--- config.mk ---
export PLATFORM = sky130hd
export DESIGN_NAME = store_data_gen
export DESIGN_NICKNAME = d
export VERILOG_FILES = /design/src/rtl/store_gen_pkg.sv /design/src/rtl/store_data_fmt.sv /design/src/rtl/store_data_gen.sv
export SDC_FILE = /design/constraint.sdc
export NUM_CORES = 1
export LEC_CHECK = 0
export CORE_UTILIZATION = 49
export CTS_CLUSTER_SIZE = 12
export DETAILED_ROUTE_END_ITERATION = 10
export MAX_ROUTING_LAYER = met4
export PLACE_DENSITY = 0.84
export SYNTH_ARGS = -nofsm -noshare
export SYNTH_HDL_FRONTEND = slang
export SYNTH_HIERARCHICAL = 1
export SYNTH_SLANG_ARGS = --single-unit
--- constraint.sdc ---
create_clock -name i_clk -period 2.9 [get_ports i_clk]
set_input_delay 0.29 -clock i_clk [delete_from_list [all_inputs] [get_ports i_clk]]
set_output_delay 0.29 -clock i_clk [all_outputs]
set_load 0.005 [all_outputs]
--- src/rtl/store_gen_pkg.sv ---
// Purpose: shared encodings, row geometry and helpers for the store data generator.
// Latency: n/a (types, constants and pure functions only).
// Backpressure: n/a.
package store_gen_pkg;

    // Store size encodings carried in typ[1:0]
    localparam logic [1:0] MT_B = 2'b00;
    localparam logic [1:0] MT_H = 2'b01;
    localparam logic [1:0] MT_W = 2'b10;
    localparam logic [1:0] MT_D = 2'b11;

    localparam int ROW_BYTES = 16;
    localparam int ROW_OFF_W = 4;

    typedef enum logic [1:0] {
        EMPTY = 2'd0,
        HOLD  = 2'd1,
        DRAIN = 2'd2
    } state_e;

    // Widen a per-byte enable into a per-bit enable across one row
    function automatic logic [ROW_BYTES*8-1:0] expand_mask(input logic [ROW_BYTES-1:0] m);
        logic [ROW_BYTES*8-1:0] e;
        for (int i = 0; i < ROW_BYTES; i++) begin
            e[8*i +: 8] = {8{m[i]}};
        end
        return e;
    endfunction

endpackage

--- src/rtl/store_data_fmt.sv ---
// Purpose: place a right-justified store into its 128-bit row slot and build the byte mask.
// Latency: purely combinational.
// Backpressure: none (no state).
// Ports: i_size (typ[1:0]), i_off (addr[3:0]), i_data (64b store data)
//        -> o_new_data (128b row image), o_new_mask (16b byte enables), o_misaligned.
module store_data_fmt
    import store_gen_pkg::*;
(
    input  logic [1:0]           i_size,
    input  logic [ROW_OFF_W-1:0] i_off,
    input  logic [63:0]          i_data,
    output logic [127:0]         o_new_data,
    output logic [15:0]          o_new_mask,
    output logic                 o_misaligned
);

    logic [7:0]  w_size_bytes;
    logic [63:0] w_data_sz;

    always_comb begin
        w_size_bytes = 8'h01;
        o_misaligned = 1'b0;
        case (i_size)
            MT_B: begin
                w_size_bytes = 8'h01;
                o_misaligned = 1'b0;
            end
            MT_H: begin
                w_size_bytes = 8'h03;
                o_misaligned = i_off[0];
            end
            MT_W: begin
                w_size_bytes = 8'h0F;
                o_misaligned = |i_off[1:0];
            end
            MT_D: begin
                w_size_bytes = 8'hFF;
                o_misaligned = |i_off[2:0];
            end
        endcase

        // Zero the bytes above the store size before shifting into the row
        w_data_sz = '0;
        for (int i = 0; i < 8; i++) begin
            w_data_sz[8*i +: 8] = i_data[8*i +: 8] & {8{w_size_bytes[i]}};
        end

        o_new_mask = {8'h00, w_size_bytes} << i_off;
        o_new_data = {64'h0, w_data_sz} << {i_off, 3'b000};
    end

endmodule

--- src/rtl/store_data_gen.sv ---
// Purpose: format stores and combine same-row stores in a one-entry buffer before one masked row write.
// Latency: an isolated store reaches o_wr_valid HOLD_CYCLES+1 cycles after acceptance.
// Backpressure: o_req_ready drops while draining or when a different-row store must wait; o_wr_valid holds until i_wr_ready.
// Ports: i_req_* store request (valid/ready), i_flush forces a drain, o_wr_* masked row write (valid/ready),
//        o_xcpt_ma/o_xcpt_addr one-cycle misaligned-store report, o_idle buffer empty.
module store_data_gen
    import store_gen_pkg::*;
#(
    parameter int ADDR_W      = 40,
    parameter int HOLD_CYCLES = 4
) (
    input  logic              i_clk,
    input  logic              i_reset,
    input  logic              i_req_valid,
    output logic              o_req_ready,
    input  logic [2:0]        i_req_typ,
    input  logic [ADDR_W-1:0] i_req_addr,
    input  logic [63:0]       i_req_data,
    input  logic              i_flush,
    output logic              o_wr_valid,
    input  logic              i_wr_ready,
    output logic [ADDR_W-5:0] o_wr_addr,
    output logic [127:0]      o_wr_data,
    output logic [15:0]       o_wr_mask,
    output logic              o_xcpt_ma,
    output logic [ADDR_W-1:0] o_xcpt_addr,
    output logic              o_idle
);

    localparam int TIMER_W = $clog2(HOLD_CYCLES + 1);
    localparam logic [TIMER_W-1:0] TIMER_LAST = TIMER_W'(HOLD_CYCLES - 1);

    state_e              r_state;
    logic [ADDR_W-5:0]   r_row;
    logic [127:0]        r_data;
    logic [15:0]         r_mask;
    logic [TIMER_W-1:0]  r_timer;
    logic                r_xcpt_ma;
    logic [ADDR_W-1:0]   r_xcpt_addr;

    state_e              w_next_state;
    logic [127:0]        w_new_data;
    logic [15:0]         w_new_mask;
    logic                w_misaligned;
    logic                w_same_row;
    logic                w_req_ready;
    logic                w_load;
    logic                w_merge;
    logic                w_tick;
    logic                w_accept;
    logic                w_unused;

    // The unsigned flag only matters for loads
    assign w_unused = i_req_typ[2];

    store_data_fmt u_fmt (
        .i_size       (i_req_typ[1:0]),
        .i_off        (i_req_addr[ROW_OFF_W-1:0]),
        .i_data       (i_req_data),
        .o_new_data   (w_new_data),
        .o_new_mask   (w_new_mask),
        .o_misaligned (w_misaligned)
    );

    assign w_same_row = (i_req_addr[ADDR_W-1:ROW_OFF_W] == r_row);
    assign w_accept   = i_req_valid && w_req_ready;

    always_comb begin
        w_next_state = r_state;
        w_req_ready  = 1'b0;
        w_load       = 1'b0;
        w_merge      = 1'b0;
        w_tick       = 1'b0;
        case (r_state)
            EMPTY: begin
                w_req_ready = 1'b1;
                if (i_req_valid && !w_misaligned) begin
                    w_load       = 1'b1;
                    w_next_state = HOLD;
                end
            end
            HOLD: begin
                if (i_flush) begin
                    w_next_state = DRAIN;
                end else if (i_req_valid && !w_misaligned && w_same_row) begin
                    // A merge restarts the hold window even if it was about to expire
                    w_req_ready = 1'b1;
                    w_merge     = 1'b1;
                end else if (i_req_valid && !w_misaligned) begin
                    // Different row: stall it, drain, then take it from EMPTY
                    w_next_state = DRAIN;
                end else begin
                    // Idle or misaligned (consumed without touching the entry)
                    w_req_ready = 1'b1;
                    if (r_timer == TIMER_LAST) begin
                        w_next_state = DRAIN;
                    end else begin
                        w_tick = 1'b1;
                    end
                end
            end
            DRAIN: begin
                if (i_wr_ready) begin
                    w_next_state = EMPTY;
                end
            end
            default: begin
                w_next_state = EMPTY;
            end
        endcase
    end

    always_ff @(posedge i_clk) begin
        if (i_reset) begin
            r_state     <= EMPTY;
            r_row       <= '0;
            r_data      <= '0;
            r_mask      <= '0;
            r_timer     <= '0;
            r_xcpt_ma   <= 1'b0;
            r_xcpt_addr <= '0;
        end else begin
            r_state   <= w_next_state;
            r_xcpt_ma <= w_accept && w_misaligned;
            if (w_accept && w_misaligned) begin
                r_xcpt_addr <= i_req_addr;
            end
            if (w_load) begin
                r_row   <= i_req_addr[ADDR_W-1:ROW_OFF_W];
                r_data  <= w_new_data;
                r_mask  <= w_new_mask;
                r_timer <= '0;
            end else if (w_merge) begin
                r_data  <= (r_data & ~expand_mask(w_new_mask)) | w_new_data;
                r_mask  <= r_mask | w_new_mask;
                r_timer <= '0;
            end else if (w_tick) begin
                r_timer <= r_timer + 1'b1;
            end
            if (r_state == DRAIN && i_wr_ready) begin
                r_mask <= '0;
            end
        end
    end

    assign o_req_ready = w_req_ready;
    assign o_wr_valid  = (r_state == DRAIN);
    assign o_wr_addr   = r_row;
    assign o_wr_data   = r_data;
    assign o_wr_mask   = r_mask;
    assign o_xcpt_ma   = r_xcpt_ma;
    assign o_xcpt_addr = r_xcpt_addr;
    assign o_idle      = (r_state == EMPTY);

endmodule

; ---- After elaboration in Yosys (flattened, before gate mapping)
; Index checks and enable logic that the tools add are counted.
[op_classes]
addsub = 1
eq_ne = 11
shifts = 2
n_mux = 27
bitwise = 12
n_reduce_logical = 14
[ops]
columns = cell, count
row1 = 2-to-1 mux 128 bit, 2
row2 = bitwise AND 128 bit, 1
row3 = NOT 128 bit, 1
row4 = bitwise OR 128 bit, 1
row5 = << shifter 64 x 7 -> 128 bit, 1
row6 = bitwise AND 8 bit, 8
row7 = equality test 36 bit, 1
row8 = 2-to-1 mux 16 bit, 2
row9 = case mux 8 bit (4 select lines), 1
row10 = bitwise OR 16 bit, 1
row11 = << shifter 8 x 4 -> 16 bit, 1
row12 = 2-to-1 mux 1 bit, 13
row13 = 2-to-1 mux 2 bit, 6
row14 = "equality test 2 bit, second input constant", 3
row15 = case mux 2 bit (3 select lines), 1
row16 = OR reduction 3 bit, 2
row17 = logical AND 1 bit, 5
row18 = "equality test 2 x 1 -> 1 bit, second input constant", 2
row19 = zero test 2 bit, 2
row20 = "inequality test 2 x 1 -> 1 bit, second input constant", 2
row21 = "inequality test 4 bit, second input constant", 1
row22 = case mux 1 bit (4 select lines), 1
row23 = AND reduction 4 bit, 1
row24 = OR reduction 2 bit, 2
row25 = other kinds (6), 6
[totals]
ff_bits = 226
inputBits = 112
out_inout_bits = 224
elab_cells = 74

; ---- Logic depth before layout (Yosys ltp)
[logic_depth]
word_depth = 10
ltp_mapped = 13
ltp_nobuf = 7

; ---- By module
; The synthesis kept the hierarchy.
[by_module_without_submodules]
columns = module, n_inst, cells_each, area_per_inst_um2, seq_area_each_um2
row1 = store_data_gen, 1, 1066, 9152.5, 4524.3
row2 = store_data_fmt, 1, 516, 3349.5, 0.0

; ---- Worst setup path before layout
; OpenSTA, ideal clock, no wires.
[synth_timing]
path_kind = input port to flip-flop
from = input port i_req_addr[0]
to = register r_data[51] (netlist: o_wr_data[51])
setup_ps = 89
arrival_time_ps = 2532
t_required_ps = 2811
path_slack_ps = 279
cell_stages = 13
path_buffers = 6
path_cell_list = buf_6 -> buf_8 -> buf_2 -> buf_2 -> o21ai_0 -> o21ai_0 -> nor2b_1 -> nand3_1 -> nor4_2 -> nor2_1 -> buf_4 -> buf_4 -> o32ai_2
[synth_via]
elab_chain_cells = 9
word_cells_on_any_way = 19
cone_classes = shift: 2 / mux: 8 / bitwise: 3 / reduce/logical: 6
[synth_rtl]
columns = item, line
row1 = start: declaration, store_data_gen.sv:17  ; input logic [ADDR_W-1:0] i_req_addr,
row2 = OR reduction 3 bit or OR reduction 2 bit (tied branches), "store_data_fmt.sv:38, store_data_fmt.sv:34"
row3 = case mux 1 bit (4 select lines) *, store_data_fmt.sv:23  ; case (i_size)
row4 = via w_misaligned, store_data_gen.sv:44  ; logic w_misaligned;
row5 = zero test 1 bit *, "store_data_gen.sv:77, store_data_gen.sv:85"
row6 = logical AND 1 bit *, "store_data_gen.sv:77, store_data_gen.sv:85"
row7 = logical AND 1 bit, store_data_gen.sv:85  ; end else if (i_req_valid && !w_misaligned && w_same_row) begin
row8 = 2-to-1 mux 1 bit, store_data_gen.sv:85
row9 = 2-to-1 mux 1 bit, store_data_gen.sv:83  ; if (i_flush) begin
row10 = 2-to-1 mux 1 bit, store_data_gen.sv:74  ; case (r_state)
row11 = nonzero test 2 bit (no source line), n/a
row12 = end signal: assignment, store_data_gen.sv:130  ; r_data <= w_new_data;
row13 = end signal: assignment, store_data_gen.sv:134  ; r_data <= (r_data & ~expand_mask(w_new_mask)) | w_new_data;
row14 = end: declaration, store_data_gen.sv:35  ; logic [127:0] r_data;
; The timed path passes the listed nets; every way through them passes the cells marked *. The select of a mux whose other input is x is not followed.
; A chain may end at the register's enable or synchronous reset.

; ---- Worst setup path in the final report
[layout_timing]
from = register r_row[21] (netlist: o_wr_addr[21])
to = output port o_req_ready
[layout_via]
elab_chain_cells = 5
[layout_rtl]
columns = item, line
row1 = start: declaration, store_data_gen.sv:34  ; logic [ADDR_W-5:0] r_row;
row2 = start signal: assignment, store_data_gen.sv:129  ; r_row <= i_req_addr[ADDR_W-1:ROW_OFF_W];
row3 = equality test 36 bit, store_data_gen.sv:65  ; assign w_same_row = (i_req_addr[ADDR_W-1:ROW_OFF_W] == r_row);
row4 = logical AND 1 bit, store_data_gen.sv:85
row5 = 2-to-1 mux 1 bit, store_data_gen.sv:85
row6 = 2-to-1 mux 1 bit, store_data_gen.sv:83
row7 = case mux 1 bit (2 select lines), store_data_gen.sv:74
row8 = end: declaration, store_data_gen.sv:15  ; output logic o_req_ready,
; No other way between the ends.

==> results.yml <==
outcome:
  run_status: "finished clean"
cells_and_area:
  drive_gt1_frac: 0.1242
  area_growth_pct: 40.02
  multi_input_area_mm2: 0.006904
  utilization: 0.6972
  register_area_mm2: 0.004526
  nets: 2025
  fillCellCount: 1948
clock_network:
  htreeDepth: 1
  cts_tree: "done"
  numCtsBuffers: 24
  clk_path_buf_depth: 3
  clkLatencyLatePin_ns: 0.52
  hold_buffers: 0
  clkTransAtPathRegs_ns: 0.06
  cts.sinks: 226
  root_buffer: "clkbuf_16"
sta:
  fin_ws_ns: 0.2410
  tightest_slew_ns: 0.8536
  maxSlewHeadroom: 0.4309
  setup_viol: 0
  slew_viol_final: 0
  hold_viol: 0
  fin_crit_sh: 0.9169
  fmax_mhz: 376.1
  rsz0062_at_grt: "no"
  fin_crit_ns: 2.659
  skew_ns: 0.008270
  fin_hold_ws_ns: 0.2051
grt:
  first_global_vias: 13270
  grt_max_degree: 97
  grt_pass1_wl_mm: 77.53
  grt_use_total: 0.3986
  grt_overflow_total: 0
  antenna_found_initial: 1
detailed_routing:
  firstDrtPassIters: 7
  vias_per_cell: 6.187
  drt-initial-drc-count: 1788
  routed_wl_mm: 52.89
  drcViolationCount: 0
  ant_nets: 0
  vias: 13958
  avgRoutedWirePerCell_um: 23.45
setup_path:
  start_kind: "flip-flop"
  max_stage_delay_ns: 0.34
  worst-path-buf-inv: 2
  arrival_ns: 2.37
  critical_path_class: "flip-flop to primary output"
  cpMaxStageDelayCell: "dfxtp_1"
  cp.required_ns: 2.61
  cp-end-kind: "primary output"
  worstPathCellList: "xor2_1, nor4_1, buf_4, nand4_1, o31ai_1, a21o_1, dlygate4sd2_1"
  cp_max_fo: 3
  path_delay_family: "simple AND/OR/NAND/NOR gates"
logic_synthesis:
  ys.flop_type: "dfxtp_1"
  synth_nets: 1696
  synthArstFlopShare: 0
  ys_types: 54
  yosysSeqAreaShare: 0.3619
  synth.top_cells.by_count: "nand2_1, dfxtp_1, inv_1, clkbuf_1, a21oi_1"
  syn_inst: 1582
  ys_warn_count: 6
  yosys.area.top_type: "dfxtp_1"
  synth_area_leaders: "dfxtp_1, nand2_1, o32ai_1"
  synth-seq-cells: 226
  syn_area_mm2: 0.01250
  synth_edf_count: 0
  synth_most_common_cell: "nand2_1"
  synth_top_area_frac: 0.3619
  avgSynthCellArea_um2: 7.903
placement:
  routabilityCongestion: 1.058
  pre_cts_ws_ns: -0.01667
  dp_hpwl_mm: 39.35
  port_buffers: 334
power:
  p_leak_uw: 0.006341
  ir_drop_v: 0.0005230
  p_per_area_mw_per_mm2: 472.9
worst_hold_path:
  hold_class: "input pin to flip-flop"
job:
  cap_violations: 0
floorplanning:
  design.portCount: 336
  die_h_um: 161.7
  start_util: 0.4979
  die_area_mm2: 0.02616
  coreArea_mm2: 0.02511
  rows: 58
  die_x_um: 161.7
## layout make-up
class                   instances  area share
diodes                          1   0.0001429
clock buffers                  37     0.04117
clock inverters                 3   0.0008577
inverters                     135     0.02902
multi-input cells            1081      0.3944
flip-flops and latches        226      0.2585
well taps                     330     0.02359
repair buffers                443      0.2523
## power by group
part	switching (uW)	internal, uW
Sequential	89.1	3230
Clock	1260	1690
Combinational	1150	861
## state kept, by name, indices dropped and copies added, names as in the netlist
register     count
r_timer          3
o_xcpt_ma        1
o_wr_mask       16
o_wr_addr       36
r_state          2
o_wr_data      128
o_xcpt_addr     40
## kinds of logic (layout without fill, tap and decap cells)
kind of cell             count (synthesis)  after routing  share of synthesized area
AO/OA/AOI/OAI                          465            465                     0.2982
adder cells (fa/ha/maj)                  2              2                   0.002001
other                                    0              1                          0
AND/OR/NAND/NOR                        520            520                     0.1738
multiplexers                            57             57                    0.04894
buffers and inverters                  275            618                    0.08917
XOR/XNOR                                37             37                    0.02592
flip-flops                             226            226                     0.3619
## metrics by stage
stage,std cells,area (um2),TNS [ns],total power [uW]
final,2256,17510,0,8279
after global routing,2256,17510,0,8525
after CTS,2255,17500,0,8264
after detailed placement,2216,16760,-0.02421,5324
after global placement,2216,16760,-0.02230,5292
after floorplan,1582,12500,0,4324
## timing repair
action                                  CTS  global route
gates resized for setup                   4             0
buffers inserted                          0             0
endpoints found under the setup margin    1             0
endpoints found under the hold margin     0             0
## path summary, 6_finish.rpt
| kind | start | endpoint | slack (ns) | cells after the start |
|---|---|---|---|---|
| max | o_wr_addr[21] | o_req_ready | 0.24 | 7 |
| min | i_req_addr[1] | o_xcpt_addr[1] | 0.21 | 3 |
| max reg2reg | o_wr_addr[3] | o_wr_data[123] | 0.46 | 8 |
| min reg2reg | o_xcpt_addr[3] | o_xcpt_addr[3] | 0.46 | 2 |
## layout by cell type (no fill, tap or decap), types with 17 or more instances in the layout
cell type	synthesis	layout
inv_1	135	134
mux2_2	21	21
buf_12	0	21
dfxtp_1	226	225
nor2_1	85	83
nand3_1	28	28
a22oi_1	17	17
a21o_1	17	17
o32ai_2	40	40
nor3_1	24	24
o22ai_1	54	54
nand2_1	331	331
clkdlybuf4s50_1	0	330
mux2i_1	33	33
o21ai_0	18	18
a21oi_1	107	106
xor2_1	36	36
o32ai_1	96	96
clkbuf_16	0	25
a221o_1	24	24
buf_4	6	89
## layer usage
layer  routed length [um]  track usage  vias to the layer above  part of all wire
met2                25130       0.6634                      867              0.48
met3                 4685      0.05797                      204             0.089
met5                    0            -                        -                 0
li1                     -            -                     6290                 -
met1                19620       0.4577                     6597              0.37
met4                 3461       0.2328                        0             0.065
## tightest hold or removal path: stages
cell and delay [ns]:
buf_2 0.23, nand2_1 0.11, a21oi_1 0.05
No activity file was read; power rests on OpenSTA's default activity.
